[src/rtl/ship_pkg.sv]
// rtl/ship_pkg.sv - shared state encoding, Q1.16 unit and width helpers for the ship controller
package ship_pkg;

    typedef enum logic [2:0] {
        ALIVE        = 3'd0,
        EXPLODING    = 3'd1,
        INVULNERABLE = 3'd2,
        GAME_OVER    = 3'd3
    } ship_state_t;

    localparam int ONE = 65536;

    function automatic int vel_w(input int vmax);
        return $clog2(vmax) + 2;
    endfunction

    // Room for one screen span of underflow/overflow before the wrap correction.
    function automatic int pos_w(input int size, input int frac);
        return $clog2(size) + frac + 2;
    endfunction

endpackage

[src/rtl/ship_ctrl_unit_if.sv]
// rtl/ship_ctrl_unit_if.sv - control inputs and drawer-facing outputs of the ship controller
interface ship_ctrl_unit_if
    import ship_pkg::*;
#(
    parameter int WIDTH  = 640,
    parameter int HEIGHT = 480,
    parameter int VMAX   = 1024,
    parameter int LIVES  = 3
);
    logic                           frame_tick;
    logic                           thrust;
    logic                           collision;
    logic                           restart;
    logic signed [17:0]             sin_val;
    logic signed [17:0]             cos_val;
    logic [$clog2(WIDTH)-1:0]       center_x;
    logic [$clog2(HEIGHT)-1:0]      center_y;
    logic signed [vel_w(VMAX)-1:0]  vel_x;
    logic signed [vel_w(VMAX)-1:0]  vel_y;
    logic                           visible;
    logic                           alive;
    logic [$clog2(LIVES+1)-1:0]     lives_left;
    logic [2:0]                     state;

    modport master (
        output frame_tick, thrust, collision, restart, sin_val, cos_val,
        input  center_x, center_y, vel_x, vel_y, visible, alive, lives_left, state
    );

    modport slave (
        input  frame_tick, thrust, collision, restart, sin_val, cos_val,
        output center_x, center_y, vel_x, vel_y, visible, alive, lives_left, state
    );

endinterface

[src/rtl/ship_axis_integrator.sv]
// rtl/ship_axis_integrator.sv - one axis of velocity/position integration with wrap; SHIP_DRAG_EN adds drag
module ship_axis_integrator
    import ship_pkg::*;
#(
    parameter int SIZE       = 640,
    parameter int FRAC       = 8,
    parameter int VMAX       = 1024,
    parameter int DRAG_SHIFT = 6,
    localparam int VW        = vel_w(VMAX),
    localparam int PW        = pos_w(SIZE, FRAC),
    localparam int CW        = $clog2(SIZE)
) (
    input  logic                 clk,
    input  logic                 resetN,
    input  logic signed [VW-1:0] accel,
    input  logic                 thrust,
    input  logic                 step,
    input  logic                 clear_vel,
    input  logic                 recentre,
    output logic signed [VW-1:0] vel,
    output logic [CW-1:0]        center
);

`ifdef SHIP_DRAG_EN
    localparam bit DRAG_ON = 1'b1;
`else
    localparam bit DRAG_ON = 1'b0;
`endif

    localparam logic signed [PW-1:0] SPAN  = PW'(SIZE << FRAC);
    localparam logic signed [PW-1:0] HOME  = PW'((SIZE / 2) << FRAC);
    localparam logic signed [VW:0]   VLIM  = (VW + 1)'(VMAX);
    localparam logic signed [VW:0]   NVLIM = -VLIM;
    localparam logic signed [VW-1:0] VPOS  = VW'(VMAX);
    localparam logic signed [VW-1:0] VNEG  = -VPOS;
    localparam logic signed [VW-1:0] DMIN  = VW'(1 << DRAG_SHIFT);
    localparam logic signed [VW-1:0] NDMIN = -DMIN;

    logic signed [VW-1:0] vel_q, vel_d;
    logic signed [PW-1:0] pos_q, pos_d;
    logic [CW-1:0]        center_q, center_d;
    logic                 pos_step_q, pos_step_d;
    logic signed [VW:0]   vel_sum;
    logic signed [VW-1:0] drag;
    logic signed [PW-1:0] pos_sum;

    always_comb begin
        vel_sum    = {vel_q[VW-1], vel_q} + {accel[VW-1], accel};
        drag       = vel_q - (vel_q >>> DRAG_SHIFT);
        pos_sum    = pos_q + {{(PW - VW){vel_q[VW-1]}}, vel_q};
        vel_d      = vel_q;
        pos_d      = pos_q;
        pos_step_d = 1'b0;
        center_d   = CW'(pos_q >>> FRAC);

        if (recentre) begin
            vel_d = '0;
            pos_d = HOME;
        end else if (clear_vel) begin
            vel_d = '0;
        end else if (step) begin
            pos_step_d = 1'b1;
            if (thrust) begin
                if (vel_sum > VLIM)       vel_d = VPOS;
                else if (vel_sum < NVLIM) vel_d = VNEG;
                else                      vel_d = vel_sum[VW-1:0];
            end else if (DRAG_ON) begin
                // Snap small residues to zero so the truncating shift cannot creep forever.
                if (drag < DMIN && drag > NDMIN) vel_d = '0;
                else                             vel_d = drag;
            end
        end

        // Position integrates the velocity produced one cycle earlier.
        if (!recentre && pos_step_q) begin
            if (pos_sum[PW-1])       pos_d = pos_sum + SPAN;
            else if (pos_sum >= SPAN) pos_d = pos_sum - SPAN;
            else                      pos_d = pos_sum;
        end
    end

    always_ff @(posedge clk or negedge resetN) begin
        if (!resetN) begin
            vel_q      <= '0;
            pos_q      <= HOME;
            center_q   <= CW'(SIZE / 2);
            pos_step_q <= 1'b0;
        end else begin
            vel_q      <= vel_d;
            pos_q      <= pos_d;
            center_q   <= center_d;
            pos_step_q <= pos_step_d;
        end
    end

    assign vel    = vel_q;
    assign center = center_q;

endmodule

[src/rtl/ship_ctrl_unit.sv]
// rtl/ship_ctrl_unit.sv - ship motion and life-cycle controller top; optional drag under SHIP_DRAG_EN
module ship_ctrl_unit
    import ship_pkg::*;
#(
    parameter int WIDTH          = 640,
    parameter int HEIGHT         = 480,
    parameter int FRAC           = 8,
    parameter int THRUST_SHIFT   = 10,
    parameter int VMAX           = 1024,
    parameter int DRAG_SHIFT     = 6,
    parameter int LIVES          = 3,
    parameter int EXPLODE_FRAMES = 60,
    parameter int INVULN_FRAMES  = 120
) (
    input  logic            clk,
    input  logic            resetN,
    ship_ctrl_unit_if.slave bus
);

    localparam int VW      = vel_w(VMAX);
    localparam int CNT_MAX = (EXPLODE_FRAMES > INVULN_FRAMES) ? EXPLODE_FRAMES : INVULN_FRAMES;
    localparam int CNTW    = $clog2(CNT_MAX + 1);
    localparam int LW      = $clog2(LIVES + 1);

    ship_state_t          state_q, state_d;
    logic [CNTW-1:0]      cnt_q, cnt_d;
    logic [LW-1:0]        lives_q, lives_d;
    logic                 visible_q, visible_d;
    logic                 alive_q, alive_d;
    logic                 moving, hit, recentre, step;
    logic signed [17:0]   ax_full, ay_full;
    logic signed [VW-1:0] accel_x, accel_y;

    // Heading 0 points up, so cosine drives negative y.
    always_comb begin
        ax_full = bus.sin_val >>> THRUST_SHIFT;
        ay_full = -(bus.cos_val >>> THRUST_SHIFT);
        accel_x = VW'(ax_full);
        accel_y = VW'(ay_full);
    end

    always_comb begin
        state_d  = state_q;
        cnt_d    = cnt_q;
        lives_d  = lives_q;
        hit      = 1'b0;
        recentre = 1'b0;
        moving   = (state_q == ALIVE) || (state_q == INVULNERABLE);

        case (state_q)
            ALIVE: begin
                if (bus.collision) begin
                    hit     = 1'b1;
                    state_d = EXPLODING;
                    cnt_d   = CNTW'(EXPLODE_FRAMES);
                    lives_d = lives_q - 1'b1;
                end
            end
            EXPLODING: begin
                if (bus.frame_tick) begin
                    cnt_d = cnt_q - 1'b1;
                    if (cnt_q == CNTW'(1)) begin
                        if (lives_q == '0) begin
                            state_d = GAME_OVER;
                        end else begin
                            state_d  = INVULNERABLE;
                            cnt_d    = CNTW'(INVULN_FRAMES);
                            recentre = 1'b1;
                        end
                    end
                end
            end
            INVULNERABLE: begin
                if (bus.frame_tick) begin
                    cnt_d = cnt_q - 1'b1;
                    if (cnt_q == CNTW'(1)) state_d = ALIVE;
                end
            end
            GAME_OVER: begin
                if (bus.restart) begin
                    state_d  = INVULNERABLE;
                    cnt_d    = CNTW'(INVULN_FRAMES);
                    lives_d  = LW'(LIVES);
                    recentre = 1'b1;
                end
            end
            default: begin
                state_d = INVULNERABLE;
                cnt_d   = CNTW'(INVULN_FRAMES);
            end
        endcase

        // A hit on the tick cycle cancels that frame's motion entirely.
        step = bus.frame_tick && moving && !hit;

        case (state_d)
            ALIVE:        visible_d = 1'b1;
            INVULNERABLE: visible_d = cnt_d[3];
            default:      visible_d = 1'b0;
        endcase
        alive_d = (state_d == ALIVE) || (state_d == INVULNERABLE);
    end

    always_ff @(posedge clk or negedge resetN) begin
        if (!resetN) begin
            state_q   <= INVULNERABLE;
            cnt_q     <= CNTW'(INVULN_FRAMES);
            lives_q   <= LW'(LIVES);
            visible_q <= 1'b1;
            alive_q   <= 1'b1;
        end else begin
            state_q   <= state_d;
            cnt_q     <= cnt_d;
            lives_q   <= lives_d;
            visible_q <= visible_d;
            alive_q   <= alive_d;
        end
    end

    ship_axis_integrator #(
        .SIZE(WIDTH), .FRAC(FRAC), .VMAX(VMAX), .DRAG_SHIFT(DRAG_SHIFT)
    ) u_axis_x (
        .clk(clk), .resetN(resetN), .accel(accel_x), .thrust(bus.thrust), .step(step),
        .clear_vel(hit), .recentre(recentre), .vel(bus.vel_x), .center(bus.center_x)
    );

    ship_axis_integrator #(
        .SIZE(HEIGHT), .FRAC(FRAC), .VMAX(VMAX), .DRAG_SHIFT(DRAG_SHIFT)
    ) u_axis_y (
        .clk(clk), .resetN(resetN), .accel(accel_y), .thrust(bus.thrust), .step(step),
        .clear_vel(hit), .recentre(recentre), .vel(bus.vel_y), .center(bus.center_y)
    );

    assign bus.state      = state_q;
    assign bus.lives_left = lives_q;
    assign bus.visible    = visible_q;
    assign bus.alive      = alive_q;

endmodule

[src/flat_wrapper.sv]
// flat-port wrapper written by rule: the top's interface ports become plain ports
module ship_ctrl_unit_flat import ship_pkg::*;
#(
    parameter int WIDTH          = 640,
    parameter int HEIGHT         = 480,
    parameter int FRAC           = 8,
    parameter int THRUST_SHIFT   = 10,
    parameter int VMAX           = 1024,
    parameter int DRAG_SHIFT     = 6,
    parameter int LIVES          = 3,
    parameter int EXPLODE_FRAMES = 60,
    parameter int INVULN_FRAMES  = 120
)
  (clk, resetN, bus_frame_tick, bus_thrust, bus_collision, bus_restart, bus_sin_val, bus_cos_val, bus_center_x, bus_center_y, bus_vel_x, bus_vel_y, bus_visible, bus_alive, bus_lives_left, bus_state);
  ship_ctrl_unit_if #(.WIDTH(WIDTH), .HEIGHT(HEIGHT), .VMAX(VMAX), .LIVES(LIVES)) bus_i ();
  input  logic clk;
  input  logic resetN;
  input wire logic [$bits(bus_i.frame_tick)-1:0] bus_frame_tick;
  input wire logic [$bits(bus_i.thrust)-1:0] bus_thrust;
  input wire logic [$bits(bus_i.collision)-1:0] bus_collision;
  input wire logic [$bits(bus_i.restart)-1:0] bus_restart;
  input wire logic [$bits(bus_i.sin_val)-1:0] bus_sin_val;
  input wire logic [$bits(bus_i.cos_val)-1:0] bus_cos_val;
  output wire logic [$bits(bus_i.center_x)-1:0] bus_center_x;
  output wire logic [$bits(bus_i.center_y)-1:0] bus_center_y;
  output wire logic [$bits(bus_i.vel_x)-1:0] bus_vel_x;
  output wire logic [$bits(bus_i.vel_y)-1:0] bus_vel_y;
  output wire logic [$bits(bus_i.visible)-1:0] bus_visible;
  output wire logic [$bits(bus_i.alive)-1:0] bus_alive;
  output wire logic [$bits(bus_i.lives_left)-1:0] bus_lives_left;
  output wire logic [$bits(bus_i.state)-1:0] bus_state;
  assign bus_i.frame_tick = bus_frame_tick;
  assign bus_i.thrust = bus_thrust;
  assign bus_i.collision = bus_collision;
  assign bus_i.restart = bus_restart;
  assign bus_i.sin_val = bus_sin_val;
  assign bus_i.cos_val = bus_cos_val;
  assign bus_center_x = bus_i.center_x;
  assign bus_center_y = bus_i.center_y;
  assign bus_vel_x = bus_i.vel_x;
  assign bus_vel_y = bus_i.vel_y;
  assign bus_visible = bus_i.visible;
  assign bus_alive = bus_i.alive;
  assign bus_lives_left = bus_i.lives_left;
  assign bus_state = bus_i.state;
  ship_ctrl_unit #(.WIDTH(WIDTH), .HEIGHT(HEIGHT), .FRAC(FRAC), .THRUST_SHIFT(THRUST_SHIFT), .VMAX(VMAX), .DRAG_SHIFT(DRAG_SHIFT), .LIVES(LIVES), .EXPLODE_FRAMES(EXPLODE_FRAMES), .INVULN_FRAMES(INVULN_FRAMES)) u_core (.clk(clk), .resetN(resetN), .bus(bus_i));
endmodule
[config.mk]
export PLATFORM = sky130hd
export DESIGN_NAME = ship_ctrl_unit_flat
export DESIGN_NICKNAME = d
export VERILOG_FILES = /design/src/rtl/ship_pkg.sv /design/src/rtl/ship_ctrl_unit_if.sv /design/src/rtl/ship_axis_integrator.sv /design/src/rtl/ship_ctrl_unit.sv /design/src/flat_wrapper.sv
export SDC_FILE = /design/constraint.sdc
export NUM_CORES = 1
export LEC_CHECK = 0
export ABC_CLOCK_PERIOD_IN_PS = 3400
export BUFFER_PORTS_ARGS = -buffer_cell sky130_fd_sc_hd__buf_2
export CAP_MARGIN = 0
export CORE_ASPECT_RATIO = 0.5
export CORE_MARGIN = 2
export CORE_UTILIZATION = 45
export CTS_BUF_LIST = sky130_fd_sc_hd__clkbuf_8
export CTS_CLUSTER_DIAMETER = 200
export CTS_CLUSTER_SIZE = 25
export DETAILED_ROUTE_END_ITERATION = 6
export GPL_ROUTABILITY_DRIVEN = 1
export PLACE_DENSITY = 0.75
export SLEW_MARGIN = 15
export SYNTH_ARGS = -nofsm -noshare
export SYNTH_HDL_FRONTEND = slang
export SYNTH_SLANG_ARGS = --single-unit
[constraint.sdc]
create_clock -name clk -period 3.4 [get_ports clk]
set_clock_uncertainty 0.05 [all_clocks]
set_input_delay 0.34 -clock clk [delete_from_list [all_inputs] [get_ports clk]]
set_output_delay 0.34 -clock clk [all_outputs]
set_load 0.01 [all_outputs]
==> flow_summary.rst <==
.. list-table::
   :header-rows: 1

   * - Metric
     - Value
   * - Worst path arrival time
     - 3.68 ns
   * - Post-synthesis register bit count
     - 97
   * - Path category of the worst min-delay check
     - in2async
   * - First-pass GRT wire length
     - 27930 um
   * - Final Wtd Congestion
     - 0.8999
   * - Final design area excluding fillers
     - 8552 sq um
   * - Fraction of synthesis flops using an asynchronous set or reset pin
     - 1.000
   * - Result of the run
     - complete, but fails checks
   * - Max FO, Critical Path
     - 4
   * - Effective utilization at floorplan
     - 0.4602
   * - Chip Width
     - 181.6 um
   * - Post-Synth Adder-Cell Area
     - 0.1312
   * - Unrepaired setup endpoints after global routing
     - true
   * - Avg WL per Cell
     - 15.80 um
   * - Floorplan die area
     - 16850 sq um
   * - Cells after Synth
     - 759
   * - Total CTS buffers
     - 9
   * - CP peak stage delay
     - 0.42 ns
   * - Dominant combinational cell family by area after synthesis
     - compound AO/OA/AOI/OAI gates
   * - Global Route met1 Usage
     - 0.2750
   * - Clock latency reported for the late side of the worst-skew pair
     - 0.38 ns
   * - Area of the core
     - 15410 sq um
   * - Synthesis Warnings
     - 0
   * - Max Clk Rate
     - 0.2919 GHz
   * - DRT antenna net count
     - 0
   * - Netlist area before placement
     - 7094 sq um
   * - Total half-perimeter wirelength after legalization and detailed placement
     - 12380 um
   * - Number of global-route vias before repair
     - 5874
   * - Setup violators final
     - 2
   * - Number of different library cells in the post-synthesis netlist
     - 83
   * - Share of the yosys chip area belonging to registers
     - 0.3459
   * - Average footprint of a synthesized cell
     - 9.347 sq um
   * - Simple-gate share of the synthesized area
     - 0.1605
   * - Via count of the routed design
     - 6216
   * - Type of element launching the critical path
     - flop
   * - Main flop type after synthesis
     - sky130_fd_sc_hd__dfrtp_1
   * - Largest cells by area after synthesis
     - sky130_fd_sc_hd__dfrtp_1 (27%), sky130_fd_sc_hd__ha_1 (12%), sky130_fd_sc_hd__dfstp_2 (7.8%)
   * - DRT Pass-1 Iters
     - 4
   * - Crit path setup slack, layout
     - -0.02611 ns
   * - Most used routing layer in global routing
     - met2
   * - Setup total negative slack
     - -0.05018 ns
   * - I/O pin count
     - 92
   * - Share of cells above drive strength 1
     - 0.2605
   * - Synthesized netlist net count
     - 873
   * - Diode insertion count for antenna repair
     - 0
   * - Cell with the largest stage delay on the worst path
     - sky130_fd_sc_hd__a2111oi_4
   * - Number of maximum-capacitance violations
     - 0
   * - Final Hold Slack
     - -0.01843 ns
   * - Buffering stage count on the worst path with inverters included
     - 3
   * - Net count of the finished layout
     - 992
   * - Die boundary height
     - 92.79 um
   * - Number of slew-limit violations in the final report
     - 0
   * - TritonCTS clock tree
     - built
   * - Cell accounting for the most synthesized area
     - sky130_fd_sc_hd__dfrtp_1
   * - Critical path class
     - reg2reg
   * - Overflow after GRT
     - 0
   * - Number of enable-type register cells in the synthesized netlist
     - 0
   * - Required time reported for the critical path endpoint
     - 3.66 ns
   * - Vias/cell
     - 5.718
   * - Detailed Route Iter0 Violations
     - 316
   * - H-tree depth reported by CTS
     - 3
   * - Port Buffer Count
     - 71
   * - # DRC
     - 0
   * - Compound-gate portion of the synthesized area
     - 0.2224
   * - Area share of the leading cell type in the synthesized netlist
     - 0.2681
   * - Global Route Usage Sum
     - 0.2046
   * - Crit path capture type
     - flop
   * - Clock root buffer master
     - sky130_fd_sc_hd__clkbuf_8
   * - Violated checks
     - hold timing, setup timing
   * - Area of placed instances
     - 7939 sq um
   * - Antenna violations before repair
     - 0
   * - Grt met2 use
     - 0.3423
   * - Final worst path period share
     - 1.008
   * - Row cnt
     - 32
   * - Measured slew at the worst slew-check pin
     - 0.7600 ns
   * - Clock edge transition at the registers on the reported setup and hold paths
     - 0.11 ns
   * - Slew Limit Headroom
     - 0.4934
   * - Clk sink count
     - 97
   * - Largest net degree at the start of global routing
     - 62
   * - Total of hold buffers inserted after clock tree synthesis
     - 0
   * - Minimum clock period
     - 3.426 ns
   * - Synthesized-area fraction occupied by xor and xnor cells
     - 0.07055
   * - Cell class contributing the biggest share of worst-path delay
     - simple AND/OR/NAND/NOR gates
   * - Cells traversed along the worst timing path
     - ha_2 > inv_2 > fa_2 > nand2b_4 > a2111oi_4 > nor4_2 > a211o_2 > nand2_4 > xor2_4 > buf_6 > and3_4 > and4b_4 > buf_12 > o31ai_4 > mux2i_1 > nor2_1
   * - Multiplexer fraction of the synthesized cell area
     - 0.03739
   * - Met3 track utilization from global routing
     - 0.03578
   * - Syn-to-layout area delta
     - 20.55%
   * - Number of buffers on the longest clock path
     - 2
   * - Filler cell count
     - 1284
   * - Hold violation count in the final report
     - 37
   * - Total Routed Length
     - 17170 um
registers in the layout, indices dropped and copies added, names as in the netlist, 3 cells and up:
signal	cells
u_core.bus.state	3
u_core.u_axis_x.vel	12
u_core.u_axis_y.vel	12
u_core.cnt_q	7
u_core.u_axis_x.center	10
u_core.u_axis_y.pos_q	19
u_core.u_axis_x.pos_q	20
u_core.u_axis_y.center	9
placed cells by master (no fill, tap or decap), types with 7 or more instances in the layout:
cell type,n
sky130_fd_sc_hd__a31oi_1,7
sky130_fd_sc_hd__ha_1,64
sky130_fd_sc_hd__a211oi_1,8
sky130_fd_sc_hd__xnor2_1,24
sky130_fd_sc_hd__xor2_1,18
sky130_fd_sc_hd__nor3_1,19
sky130_fd_sc_hd__dfstp_2,21
sky130_fd_sc_hd__a22o_1,21
sky130_fd_sc_hd__nand2b_1,11
sky130_fd_sc_hd__clkbuf_8,10
sky130_fd_sc_hd__buf_4,48
sky130_fd_sc_hd__o21ai_0,36
sky130_fd_sc_hd__o21ai_1,10
sky130_fd_sc_hd__a21o_1,18
sky130_fd_sc_hd__buf_2,70
sky130_fd_sc_hd__inv_1,36
sky130_fd_sc_hd__nor2b_1,14
sky130_fd_sc_hd__a21oi_1,54
sky130_fd_sc_hd__nor2_1,78
sky130_fd_sc_hd__o21a_1,10
sky130_fd_sc_hd__nand3_1,20
sky130_fd_sc_hd__mux2i_1,25
sky130_fd_sc_hd__dfrtp_1,75
sky130_fd_sc_hd__nand2_1,34
logic make-up (layout without fill, tap and decap cells):
group	count (synthesis)	after routing
AOI/OAI and AO/OA	228	228
other	1	1
xor gates and xnor gates	52	52
adders and majority gates	72	72
muxes	26	26
buffers and inverters	56	180
DFF	97	97
and+or+nand+nor	227	227
worst register-to-register path: stages (launching register included):
cell and delay, ns:
sky130_fd_sc_hd__dfrtp_1 0.38, sky130_fd_sc_hd__ha_2 0.19, sky130_fd_sc_hd__inv_2 0.04, sky130_fd_sc_hd__fa_2 0.33, sky130_fd_sc_hd__nand2b_4 0.16, sky130_fd_sc_hd__a2111oi_4 0.42
sky130_fd_sc_hd__nor4_2 0.11, sky130_fd_sc_hd__a211o_2 0.36, sky130_fd_sc_hd__nand2_4 0.09, sky130_fd_sc_hd__xor2_4 0.19, sky130_fd_sc_hd__buf_6 0.14, sky130_fd_sc_hd__and3_4 0.18
sky130_fd_sc_hd__and4b_4 0.31, sky130_fd_sc_hd__buf_12 0.13, sky130_fd_sc_hd__o31ai_4 0.06, sky130_fd_sc_hd__mux2i_1 0.17, sky130_fd_sc_hd__nor2_1 0.05
per-stage QoR:
stage	cells	worst slack (ns)	util
5_1_grt	1087	-0.1672	0.5548
3_3_place_gp	1056	-0.02073	0.5150
6_report	1087	-0.02611	0.5548
2_1_floorplan	759	0.008388	-
3_5_place_dp	1056	-0.08564	0.5150
4_1_cts	1076	0.00007749	0.5307
metal layers:
layer,vias up,part of all wire
met2,130,0.48
met5,-,0
met4,0,0.017
li1,3035,-
met1,3021,0.47
met3,30,0.038
cell type report:
| type | count | area, sq um | area share |
|---|---|---|---|
| Clock inverter | 6 | 67.56 | 0.007901 |
| Clock buffer | 10 | 137.6 | 0.01609 |
| Timing Repair Buffer | 125 | 798.3 | 0.09334 |
| Inverter | 39 | 146.4 | 0.01712 |
| Multi-Input combinational cell | 606 | 4692 | 0.5486 |
| Tap cell | 204 | 255.2 | 0.02985 |
| Sequential cell | 97 | 2455 | 0.2871 |
worst paths after layout:
kind | from | end | slack (ns) | depth (start not counted)
worst max-delay path | u_core.u_axis_y.vel[0] | u_core.u_axis_y.pos_q[13] | -0.03 | 16
max in group asynchronous | resetN | u_core.u_axis_y.center[4] | 2.49 | 2
worst min register to register | u_core.u_axis_x.pos_q[14] | u_core.u_axis_x.center[6] | 0.34 | 0
min in group clk | bus_restart | u_core.bus.lives_left[1] | 0.22 | 3
worst max register to register | u_core.u_axis_y.vel[0] | u_core.u_axis_y.pos_q[13] | -0.03 | 16
worst min-delay path | resetN | u_core.u_axis_x.pos_q[7] | -0.02 | 1
cell usage after synthesis (4+ instances only):
| cell type | number |
|---|---|
| sky130_fd_sc_hd__a21oi_1 | 59 |
| sky130_fd_sc_hd__nor2b_1 | 14 |
| sky130_fd_sc_hd__dfrtp_1 | 76 |
| sky130_fd_sc_hd__a22o_1 | 21 |
| sky130_fd_sc_hd__clkbuf_1 | 12 |
| sky130_fd_sc_hd__o21ai_1 | 7 |
| sky130_fd_sc_hd__fa_1 | 4 |
| sky130_fd_sc_hd__a31oi_1 | 9 |
| sky130_fd_sc_hd__nor3b_1 | 5 |
| sky130_fd_sc_hd__xor2_1 | 20 |
| sky130_fd_sc_hd__or3_1 | 5 |
| sky130_fd_sc_hd__inv_1 | 38 |
| sky130_fd_sc_hd__nor3_1 | 20 |
| sky130_fd_sc_hd__nand2b_1 | 12 |
| sky130_fd_sc_hd__xnor2_1 | 29 |
| sky130_fd_sc_hd__nand3_1 | 20 |
| sky130_fd_sc_hd__nor2_1 | 78 |
| sky130_fd_sc_hd__or4_1 | 4 |
| sky130_fd_sc_hd__ha_1 | 68 |
| sky130_fd_sc_hd__a211oi_1 | 10 |
| sky130_fd_sc_hd__dfstp_2 | 21 |
| sky130_fd_sc_hd__o211ai_1 | 6 |
| sky130_fd_sc_hd__mux2i_1 | 25 |
| sky130_fd_sc_hd__nand4_1 | 5 |
| sky130_fd_sc_hd__nand2_1 | 34 |
| sky130_fd_sc_hd__o21ai_0 | 40 |
| sky130_fd_sc_hd__and3_1 | 4 |
| sky130_fd_sc_hd__nor4_1 | 10 |
| sky130_fd_sc_hd__o21a_1 | 11 |
| sky130_fd_sc_hd__a21o_1 | 18 |
| sky130_fd_sc_hd__o31ai_1 | 7 |
repair_timing:
item | in CTS | in global routing
pin swaps | 3 | 27
endpoints found under the setup margin | 5 | 30
resized for setup | 2 | 56
setup buffers | 4 | 10
gates cloned | 0 | 1
Power is not shown: default switching activity piles up to over one toggle a cycle in this logic, so the estimate is an artifact.
